**src/rtl/ldpc_frame_io_ctrl.sv**
```systemverilog
// Frame I/O sequencer for the LDPC decoder: scatters intrinsic LLRs into the PE memories,
// runs the decoder until its frame id toggles (or times out), then streams hard decisions.
module ldpc_frame_io_ctrl #(
  parameter int unsigned L             = 32,
  parameter int unsigned K             = 6,
  parameter int unsigned MESSAGE_WIDTH = 5,
  parameter int unsigned ADDR_WIDTH    = $clog2(L),
  parameter int unsigned RD_LAT        = 2,
  parameter int unsigned TIMEOUT       = 4096
) (
  input  logic                     clk,
  input  logic                     reset,
  input  logic                     in_valid,
  output logic                     in_ready,
  input  logic [MESSAGE_WIDTH-1:0] in_data,
  output logic [MESSAGE_WIDTH-1:0] int_out,
  output logic [K*K-1:0]           pe_select,
  output logic [ADDR_WIDTH-1:0]    load_add,
  output logic                     load_we,
  output logic                     ext_reset,
  output logic                     dec_en,
  input  logic                     f_id,
  output logic [K-1:0]             column_select,
  output logic [ADDR_WIDTH-1:0]    read_add,
  input  logic [K*K-1:0]           dec_in,
  output logic                     out_valid,
  input  logic                     out_ready,
  output logic [K*K-1:0]           out_data,
  output logic                     out_last,
  output logic                     busy,
  output logic                     timeout_err,
  output logic [15:0]              frame_count
);

  localparam int unsigned PeW        = K * K;
  localparam int unsigned NumSamples = L * K * K;
  localparam int unsigned SampW      = $clog2(NumSamples);
  localparam int unsigned TmoW       = $clog2(TIMEOUT + 1);
  localparam int unsigned LatW       = $clog2(RD_LAT + 1);

  typedef enum logic [2:0] {StIdle, StLoad, StDecode, StSweep, StRwait, StOhold} state_e;

  state_e                   state_q;
  logic [SampW-1:0]         samp_q;
  logic [ADDR_WIDTH-1:0]    addr_q;
  logic [PeW-1:0]           pe_oh_q;
  logic [TmoW-1:0]          tmo_q;
  logic [LatW-1:0]          lat_q;
  logic                     prev_fid_q;
  logic [K-1:0]             col_q;
  logic [ADDR_WIDTH-1:0]    rd_add_q;
  logic                     in_ready_q;
  logic [MESSAGE_WIDTH-1:0] int_out_q;
  logic [PeW-1:0]           pe_sel_q;
  logic [ADDR_WIDTH-1:0]    load_add_q;
  logic                     load_we_q;
  logic                     ext_reset_q;
  logic                     dec_en_q;
  logic                     out_valid_q;
  logic [PeW-1:0]           out_data_q;
  logic                     out_last_q;
  logic                     busy_q;
  logic                     tmo_err_q;
  logic [15:0]              frame_cnt_q;
  logic                     accept;

  assign accept = in_valid & in_ready_q;

  always_ff @(posedge clk or posedge reset) begin
    if (reset) begin
      state_q     <= StIdle;
      samp_q      <= '0;
      addr_q      <= '0;
      pe_oh_q     <= '0;
      tmo_q       <= '0;
      lat_q       <= '0;
      prev_fid_q  <= 1'b0;
      col_q       <= '0;
      rd_add_q    <= '0;
      in_ready_q  <= 1'b0;
      int_out_q   <= '0;
      pe_sel_q    <= '0;
      load_add_q  <= '0;
      load_we_q   <= 1'b0;
      ext_reset_q <= 1'b0;
      dec_en_q    <= 1'b0;
      out_valid_q <= 1'b0;
      out_data_q  <= '0;
      out_last_q  <= 1'b0;
      busy_q      <= 1'b0;
      tmo_err_q   <= 1'b0;
      frame_cnt_q <= '0;
    end else begin
      // Write strobe follows acceptance by one cycle; gaps drop strobe and select together.
      load_we_q   <= accept;
      pe_sel_q    <= accept ? pe_oh_q : '0;
      ext_reset_q <= 1'b0;
      if (accept) begin
        int_out_q  <= in_data;
        load_add_q <= addr_q;
        samp_q     <= samp_q + SampW'(1);
        if (addr_q == ADDR_WIDTH'(L - 1)) begin
          addr_q  <= '0;
          pe_oh_q <= pe_oh_q << 1;
        end else begin
          addr_q <= addr_q + ADDR_WIDTH'(1);
        end
      end

      unique case (state_q)
        StIdle: begin
          if (in_valid) begin
            state_q     <= StLoad;
            in_ready_q  <= 1'b1;
            busy_q      <= 1'b1;
            ext_reset_q <= 1'b1;
            tmo_err_q   <= 1'b0;
            samp_q      <= '0;
            addr_q      <= '0;
            pe_oh_q     <= PeW'(1);
          end
        end
        StLoad: begin
          if (accept && (samp_q == SampW'(NumSamples - 1))) begin
            state_q    <= StDecode;
            in_ready_q <= 1'b0;
            dec_en_q   <= 1'b1;
            prev_fid_q <= f_id;
            tmo_q      <= '0;
          end
        end
        StDecode: begin
          // A toggle on the final timeout cycle still counts as success.
          if (f_id != prev_fid_q) begin
            state_q  <= StSweep;
            col_q    <= K'(1);
            rd_add_q <= '0;
          end else if (tmo_q == TmoW'(TIMEOUT - 1)) begin
            state_q   <= StIdle;
            tmo_err_q <= 1'b1;
            dec_en_q  <= 1'b0;
            busy_q    <= 1'b0;
          end else begin
            tmo_q <= tmo_q + TmoW'(1);
          end
        end
        StSweep: begin
          if (col_q[K-1]) begin
            col_q   <= '0;
            lat_q   <= '0;
            state_q <= StRwait;
          end else begin
            col_q <= col_q << 1;
          end
        end
        StRwait: begin
          if (lat_q == LatW'(RD_LAT - 1)) begin
            out_data_q  <= dec_in;
            out_last_q  <= (rd_add_q == ADDR_WIDTH'(L - 1));
            out_valid_q <= 1'b1;
            state_q     <= StOhold;
          end else begin
            lat_q <= lat_q + LatW'(1);
          end
        end
        StOhold: begin
          if (out_ready) begin
            out_valid_q <= 1'b0;
            out_last_q  <= 1'b0;
            if (rd_add_q == ADDR_WIDTH'(L - 1)) begin
              frame_cnt_q <= frame_cnt_q + 16'd1;
              dec_en_q    <= 1'b0;
              busy_q      <= 1'b0;
              rd_add_q    <= '0;
              state_q     <= StIdle;
            end else begin
              rd_add_q <= rd_add_q + ADDR_WIDTH'(1);
              col_q    <= K'(1);
              state_q  <= StSweep;
            end
          end
        end
        default: state_q <= StIdle;
      endcase
    end
  end

  assign in_ready      = in_ready_q;
  assign int_out       = int_out_q;
  assign pe_select     = pe_sel_q;
  assign load_add      = load_add_q;
  assign load_we       = load_we_q;
  assign ext_reset     = ext_reset_q;
  assign dec_en        = dec_en_q;
  assign column_select = col_q;
  assign read_add      = rd_add_q;
  assign out_valid     = out_valid_q;
  assign out_data      = out_data_q;
  assign out_last      = out_last_q;
  assign busy          = busy_q;
  assign timeout_err   = tmo_err_q;
  assign frame_count   = frame_cnt_q;

endmodule

```
**config.mk**
```make
export PLATFORM = sky130hd
export DESIGN_NAME = ldpc_frame_io_ctrl
export DESIGN_NICKNAME = d
export VERILOG_FILES = /design/src/rtl/ldpc_frame_io_ctrl.sv
export SDC_FILE = /design/constraint.sdc
export NUM_CORES = 1
export LEC_CHECK = 0
export BUFFER_PORTS_ARGS = -buffer_cell sky130_fd_sc_hd__buf_2
export CAP_MARGIN = 0
export CORE_MARGIN = 3
export CORE_UTILIZATION = 30
export CTS_CLUSTER_SIZE = 12
export DETAILED_ROUTE_END_ITERATION = 10
export SYNTH_ARGS = -nofsm -noshare
export SYNTH_HDL_FRONTEND = slang
export SYNTH_SLANG_ARGS = --single-unit
```
**constraint.sdc**
```tcl
create_clock -name clk -period 18.6 [get_ports clk]
set_input_delay 5.58 -clock clk [delete_from_list [all_inputs] [get_ports clk]]
set_output_delay 5.58 -clock clk [all_outputs]
set_load 0.03 [all_outputs]
```
-- Yosys cells after proc, flatten, opt, wreduce, memory -nomap -nowiden
Cells that the tools add are included.
- equal/unequal tests: 24
- shift-type cells: 0
- bitwise operators: 1
- muxes and demuxes: 58
- divide/modulo/power cells: 0
- add/subtract/negate cells: 6
- $lt $le $gt $ge: 0
- multipliers: 0
- reduce and logical (&&, ||, !) cells: 24
- operators with widths (kind ; count):
    $mux 36 ; 5
    $mux 13 ; 3
    $mux 5 ; 7
    $mux 11 ; 3
    $pmux 13 s2 ; 1
    $mux 6 ; 4
    $ne 2x2->1 const B ; 12
    $mux 3 ; 7
    $pmux 3 s6 ; 1
    $pmux 6 s3 ; 1
    $reduce_and 6->1 ; 3
    $add 16x1->16 const B ; 1
    $mux 1 ; 15
    $reduce_and 3->1 ; 5
    $add 13x1->13 const B ; 1
    $eq 13x12->1 const B ; 1
    $reduce_and 4->1 ; 3
    $reduce_bool 2->1 ; 6
    $add 11x1->11 const B ; 1
    $eq 11x11->1 const B ; 1
    $add 5x1->5 const B ; 2
    $eq 5x5->1 const B ; 2
    $pmux 5 s2 ; 1
    $reduce_bool 3->1 ; 3
    15 further kinds ; 24
- input bits: 46
- bits in registers: 188
- memories: 0
- ROM bits: 0
- memory bits (writable): 0
- latch bits: 0

-- Depth between registers and ports, before layout
Gate-level depths: netlist of the first run.
- depth after elaboration: 5
- gate-level depth with buffers: 9
- depth with buffers taken out: 8

-- Worst setup path after synthesis of the first run
OpenSTA, ideal clock, no wires.
- path type: input -> register
- start point: in in_valid
- end point: reg tmo_q[10]
- buffers on the path: 2
- library setup time: 0.124 ns
- required time: 18.476 ns
- stages on the path: 7
- setup slack: 11.599 ns
- arrival time: 6.877 ns
- cells stage by stage: buf_2 > nand4_1 > nor4_4 > nand3_2 > and2_4 > buf_6 > a211o_1
- cells in the longest elaborated chain, start to end: 4
- ends and longest elaborated chain (element ; line ; text):
    start: declaration ; 13 ; input logic in_valid,
    $and 1x1->1 ; 67 ; assign accept = in_valid & in_ready_q;
    $logic_and 1x1->1 ; 124 ; if (accept && (samp_q == SampW'(NumSamples - 1))) begin
    $ne 2x2->1 (no line) ; - ;
    $reduce_and 4->1 (no line) ; - ;
    end signal: assignment ; 144 ; tmo_q <= tmo_q + TmoW'(1);
    end: declaration ; 47 ; logic [TmoW-1:0] tmo_q;
Every way passes these cells.
A chain may end at the register's enable or synchronous reset.

-- Worst setup path in the final report of the first run
- start point: in in_valid
- end point: reg pe_oh_q[34]
- cells in the longest elaborated chain, start to end: 4
- ends and longest elaborated chain (element ; line ; text):
    $and 1x1->1 * ; 67 ;
    named net accept ; 65 ; logic accept;
    $mux 36 * ; 98 ; if (accept) begin
    $mux 36 ; 112 ; if (in_valid) begin
    $mux 36 * ; 110 ; unique case (state_q)
    end signal: assignment ; 104 ; pe_oh_q <= pe_oh_q << 1;
    end signal: assignment ; 120 ; pe_oh_q <= PeW'(1);
    end: declaration ; 46 ; logic [PeW-1:0] pe_oh_q;
Mark *: on every way through the listed nets, which the timed path passes. The rest lies on a longest branch.

==> flow_summary.ini, run 1 <==
[floorplanning]
die_width_um = 167
ioPinCount = 163
fp.coreArea_um2 = 25300
fp-row-count = 58
die_h_um = 167
dieArea_um2 = 27900
initial_core_util_pct = 30.7

[cells_and_area]
syn_to_final_growth_pct = 21.1
diodes = 0
final_cell_mix = dfrtp_1 (188), buf_2 (162), nand2_1 (109), a21oi_1 (50), mux2_2 (50)
layout_commonest_cell = dfrtp_1
stdcell_area_um2 = 9420
drive_gt1_share_pct = 31.7
nFillCells = 2499
finalNetCount = 881

[min_path]
worstHoldStart = frame_count[15]
worstHoldEndpoint = frame_count[15]
hp-class = reg2reg
hold_depth = 1

[detailed_routing]
via_per_inst = 4.67
drt_pass1_iterations = 4
wl_per_cell_um = 14.1
ant_nets = 0
top_layer = met5
drcViolationCount = 0
vias = 5469
drtIter0Drc = 306
dr_wl_met3_um = 824
drt_wl_total_mm = 16.5
dr_wl_met2_mm = 7.67
drt-met1-wl_mm = 7.70

[timing]
period_share_pct = 41.8
setup_viol = 0
tns_ns = 0
slew_headroom_pct = 20.7
fmax_mhz = 129
hold_violations = 0
fin_skew_ns = 0.0147
maxSlewViolCount = 0
grt_setup_unrepaired = no
worst_pin_slew_ns = 1.19
min_period_ns = 7.78

[yosys]
synth-seq-cells = 188
synth_nets = 733
synthTopCellsByArea = dfrtp_1 (60%), mux2_2 (7.2%), nand2_1 (5.3%)
ys_warn_count = 0
synth_ff_type = dfrtp_1
ys_seq_area_share_pct = 60.5
synth_top_area_share_pct = 60.5
synth_edf_count = 0
synth_area_um2 = 7780
synth_top_cell_by_area = dfrtp_1
synth_cells = 679
syn_avg_cell_area_um2 = 11.5
yosys.cell_types.count = 59
async_flop_share_pct = 100

[clock_tree]
cts_buffers = 17
clk_latency_ns = 0.43
htreeDepth = 4
clk_pin_slew_worst_paths_ns = 0.07
clock_sinks = 188
clockBufferDepth = 2
cts_setup_buffers = 0
cts_resized = 0
cts_hold_buf = 0
root_buffer = clkbuf_16
cts_tree = built

[power_and_ir_drop]
leakagePower_nw = 4.88
max-vdd-ir-drop_mv = 0.0536
powerDensity_nw_per_um2 = 111

[placement]
io_buffers = 162
dp_hpwl_mm = 11.2
gp_congestion = 0.735
post_dp_cell_area_um2 = 8870

[setup_path]
required_ns = 18.90
setup.worst_path.end_class = register
worstReg2RegEnd = timeout_err
crit_arrival_ns = 8.08
worstPathMaxFanout = 46
r2r_setup_slack_ns = 15.85
worst_setup_path_start_kind = input pin
crit_type = in2reg
r2r_cells = 5
r2r-start = state_q[0]

[job]
cap_viol_max_count = 0

[global_routing]
grt_start_max_net_pins = 137
grt_overflow_total = 0
grt_pass1_vias = 5225
grt_usage_pct = 11.9
antenna_found_initial = 1
grt_pass1_wl_mm = 27.5

[outcome]
status = finished, final reports clean
-- cell type report --
cell class / instances / area, µm² / share of cell area [%]
sequential: 188 / 4700 / 49.9
multi-input combinational: 444 / 2870 / 30.4
timing repair buffer: 166 / 841 / 8.92
clock buffer: 21 / 450 / 4.78
tap: 330 / 413 / 4.38
clock inverter: 11 / 103 / 1.09
inverter: 10 / 45.0 / 0.478
-- state kept, by name, indices dropped and copies added (netlist names), 2 cells and up, named ones only --
name           cells
out_data          36
pe_select         36
pe_oh_q           35
frame_count       16
tmo_q             13
column_select      6
int_out            5
load_add           5
read_add           5
state_q            3
lat_q              2
samp_q             2
-- cell families after synthesis --
logic type	Yosys count	share of synthesized area, %
AO/OA/AOI/OAI	110	8.96
XOR/XNOR	18	2.03
adder cells (fa/ha/maj)	8	1.29
buffers and inverters	47	2.70
flip-flops	188	60.5
multiplexers	54	7.75
AND/OR/NAND/NOR	254	16.8
-- worst max-delay path by stage --
stage	from	endpoint	slack [ns]	cells after the start
floorplan	reset	asynchronous set/reset pin	7.91	1
global placement	in_valid	pe_oh_q[19]	10.41	6
detailed placement	in_valid	pe_oh_q[5]	10.30	6
CTS	in_valid	pe_oh_q[5]	10.79	6
global route	in_valid	pe_oh_q[11]	10.46	6
finish	in_valid	pe_oh_q[34]	10.82	6
-- where the power goes --
group / total [mW] / switching [mW] / internal [mW]
registers: 0.496 / 0.0456 / 0.450
clock network: 0.342 / 0.163 / 0.179
logic: 0.212 / 0.133 / 0.0782
total: 1.05 / 0.342 / 0.708
-- stage by stage --
stage          hold slack [ns]  instances  setup WS (ns)  util, %  power [mW]
2_1_floorplan            0.445        679           7.91        -       0.664
5_1_grt                  0.487       1170          10.46     37.2        1.11
4_1_cts                  0.471       1170          10.79     37.2        1.07
6_report                 0.466       1170          10.82     37.2        1.05
3_5_place_dp             0.460       1138          10.30     35.0       0.718
3_3_place_gp             0.458       1138          10.41     35.0       0.715
-- layer usage --
| layer | vias up | GRT usage (%) |
|---|---|---|
| li1 | 2667 | - |
| met1 | 2634 | 16.4 |
| met2 | 144 | 18.4 |
| met3 | 22 | 2.63 |
| met4 | 2 | 4.73 |
| met5 | - | 0 |
-- cells in the mapped netlist (2+ instances only) --
cell,number
dfrtp_1,188
nand2_1,109
a21oi_1,50
mux2_2,50
and3_1,48
nor2_1,21
clkbuf_1,20
nand3_1,20
o21ai_0,18
xnor2_1,15
buf_2,12
a22o_1,11
nor3_1,11
inv_1,10
nand4_1,9
ha_1,8
a211o_1,6
o31ai_1,5
mux2i_1,4
nor2b_1,4
nor4_1,4
or2_2,4
or3_1,4
xor2_1,3
a21o_1,2
a21o_2,2
a22oi_1,2
a311oi_1,2
and3b_1,2
buf_1,2
buf_6,2
nand2b_1,2
o21a_1,2
o2bb2ai_1,2
-- critical path: stages --
cell	delay [ns]
buf_2	0.55
nand2_1	0.54
inv_1	0.28
nand2_1	0.72
nand2_1	0.28
a21oi_1	0.10
Note: power is estimated with default switching activity, not from simulation.
==> run 2, diff against run 1 <==
ABC_AREA = 1   (was not set)
clock period = 7.3 ns   (was 18.6 ns; I/O delays follow)
==> run 2 against run 1 <==
Against the previous run: die area rose by 4.0%; total power rose to 3.3 times the previous value; cell count rose by 14%; hold slack improved by 0.0050 ns; first-iteration DRC count rose by 13%; synthesized cell count rose by 23%; utilization rose by 0.33 points; setup slack got worse by 7.8 ns; sequential power rose to 2.7 times the previous value; routed wire length rose by 5.0%; register-to-register slack got worse by 11 ns.
==> flow_summary.ini, run 2 <==
[outcome]
status = finished, final reports clean

[floorplanning]
fp.coreArea_um2 = 26300
dieArea_um2 = 29000
die_h_um = 170
fp-row-count = 59
initial_core_util_pct = 30.8
die_width_um = 170
ioPinCount = 163

[cells_and_area]
layout_commonest_cell = dfrtp_1
finalNetCount = 1045
diodes = 0
regArea_um2 = 4700
finalCoreUtilization_pct = 37.5
multi_input_area_um2 = 2850
drive_gt1_share_pct = 28.0
nFillCells = 2680
final_cell_mix = dfrtp_1 (188), buf_2 (162), nand2_1 (147), inv_1 (97), nor2_1 (76)
syn_to_final_growth_pct = 21.8
fin_cells = 1339

[setup_path]
required_ns = 7.58
crit_type = in2reg
r2r-start = in_ready
r2r_cells = 5
worst_setup_path_start_kind = input pin
cp-startpoint = in_valid
crit_arrival_ns = 4.61
worstPathMaxFanout = 70
setup.worst_path.end_class = register

[placement]
dpl.cell_count = 1307
dp_hpwl_mm = 11.8
dpl_worst_slack_ns = 2.50
gp_congestion = 0.799
io_buffers = 162

[power_and_ir_drop]
powerDensity_nw_per_um2 = 349
combinationalPowerShare_pct = 32.4
leakagePower_nw = 5.04
switchingPower_mw = 1.37
internal_power_mw = 2.08
swShare_pct = 39.7
p_total_mw = 3.45
power_frac_clock_pct = 28.7
max-vdd-ir-drop_mv = 0.200
power_frac_seq_pct = 38.9

[clock_tree]
root_buffer = clkbuf_16
cts_buffers = 17
cts_hold_buf = 0
htreeDepth = 4
clk_pin_slew_worst_paths_ns = 0.08
cts_resized = 0
clk_latency_ns = 0.44
clock_sinks = 188
clockBufferDepth = 2
cts_setup_buffers = 0
cts_tree = built

[min_path]
hold_depth = 2
hp-class = reg2reg
worstHoldStart = timeout_err

[yosys]
synth_ff_type = dfrtp_1
ys_warn_count = 0
yosys.cell_types.count = 41
ys_seq_area_share_pct = 58.1
synthTopCellsByArea = dfrtp_1 (58%), nand2_1 (6.9%), inv_1 (4.5%)
synth_top_cell_by_area = dfrtp_1
yosysMostFrequentCell = dfrtp_1
synth-seq-cells = 188
synth_area_um2 = 8100
syn_avg_cell_area_um2 = 9.71
async_flop_share_pct = 100
synth_edf_count = 0
synth_cells = 834
synth_top_area_share_pct = 58.1
synth_nets = 888
ys_top_cells_by_count = dfrtp_1 (188), nand2_1 (149), inv_1 (98), nor2_1 (76), o21ai_0 (72)

[detailed_routing]
ant_nets = 0
drtIter0Drc = 346
drt_pass1_iterations = 4
wl_per_cell_um = 13.0
via_per_inst = 4.50
drt_wl_total_mm = 17.4
drcViolationCount = 0
vias = 6024

[global_routing]
grtUsageMet1_pct = 16.3
grtUsageMet3_pct = 2.58
grt_pass1_vias = 6060
grt-busiest-layer = met2
grt_start_max_net_pins = 167
grt_usage_pct = 12.3
grtUsageMet2_pct = 20.2
antenna_found_initial = 0
grt_pass1_wl_mm = 29.2
grt_overflow_total = 0

[timing]
period_share_pct = 59.3
maxSlewViolCount = 0
slew_headroom_pct = 29.2
min_period_ns = 4.33
fin_skew_ns = 0.0182
setup_slack_ns = 2.97
worst_pin_slew_ns = 1.06
fmax_mhz = 231
setup_viol = 0
grt_setup_unrepaired = no
tns_ns = 0
hold_violations = 0

[job]
cap_viol_max_count = 0
## run 2: cell count changes after synthesis, sizes merged, moves of 7 or more
cell,previous run,this run
xnor2,15,5
nand2,110,166
a211o,7,0
a22o,12,0
o21ai,18,77
nand3,21,40
a21oi,50,41
xor2,3,15
mux2,50,36
clkbuf,20,13
nor2,21,89
and3,48,1
inv,10,108
## run 2: final cells by class
type                    count  share of cell area, %
flip-flops and latches    188                   47.7
well taps                 335                   4.25
clock buffers              17                   4.31
clock inverters            15                   2.18
inverters                 108                   4.22
repair buffers            163                   8.42
multi-input cells         513                   28.9
## run 2: kinds of logic after synthesis
family	synth area share [%]
flip-flops	58.1
multiplexers	5.38
buffers and inverters	6.83
XOR/XNOR	2.16
AO/OA/AOI/OAI	8.51
adder cells (fa/ha/maj)	1.24
AND/OR/NAND/NOR	17.8
## run 2: metal layers
layer	share of wire (%)	wire length, µm
met3	3.2	559
met4	1.6	273
met5	0	0
met2	48	8350
met1	47	8190
## run 2: final timing paths
| check | endpoint | slack (ns) |
|---|---|---|
| setup / recovery | pe_oh_q[17] | 2.97 |
| hold / removal | timeout_err | 0.47 |
| setup reg to reg | pe_oh_q[17] | 4.39 |
| hold reg to reg | timeout_err | 0.47 |
| max in group asynchronous | state_q[2] | 4.19 |
| min in group asynchronous | pe_select[8] | 1.80 |
## run 2: worst max-delay path, stage by stage
cell,delay (ns)
buf_2,0.12
nand2_2,0.57
inv_2,0.52
nand2_2,0.65
o21ai_0,0.44
a21oi_1,0.08
## run 2: power groups by stage
stage / clock network (mW) / logic [mW] / registers, mW
after detailed placement: 0 / 1.13 / 1.36
after global placement: 0 / 1.12 / 1.36
final: 0.989 / 1.12 / 1.34
after global routing: 1.06 / 1.23 / 1.37
after floorplan: 0 / 0.541 / 1.66
after CTS: 1.02 / 1.14 / 1.34
## run 2: metrics by stage
step	hold WS (ns)	instance area [µm²]
floorplan	0.435	8100
global placement	0.452	9220
detailed placement	0.458	9220
CTS	0.476	9860
global route	0.502	9860
finish	0.471	9860
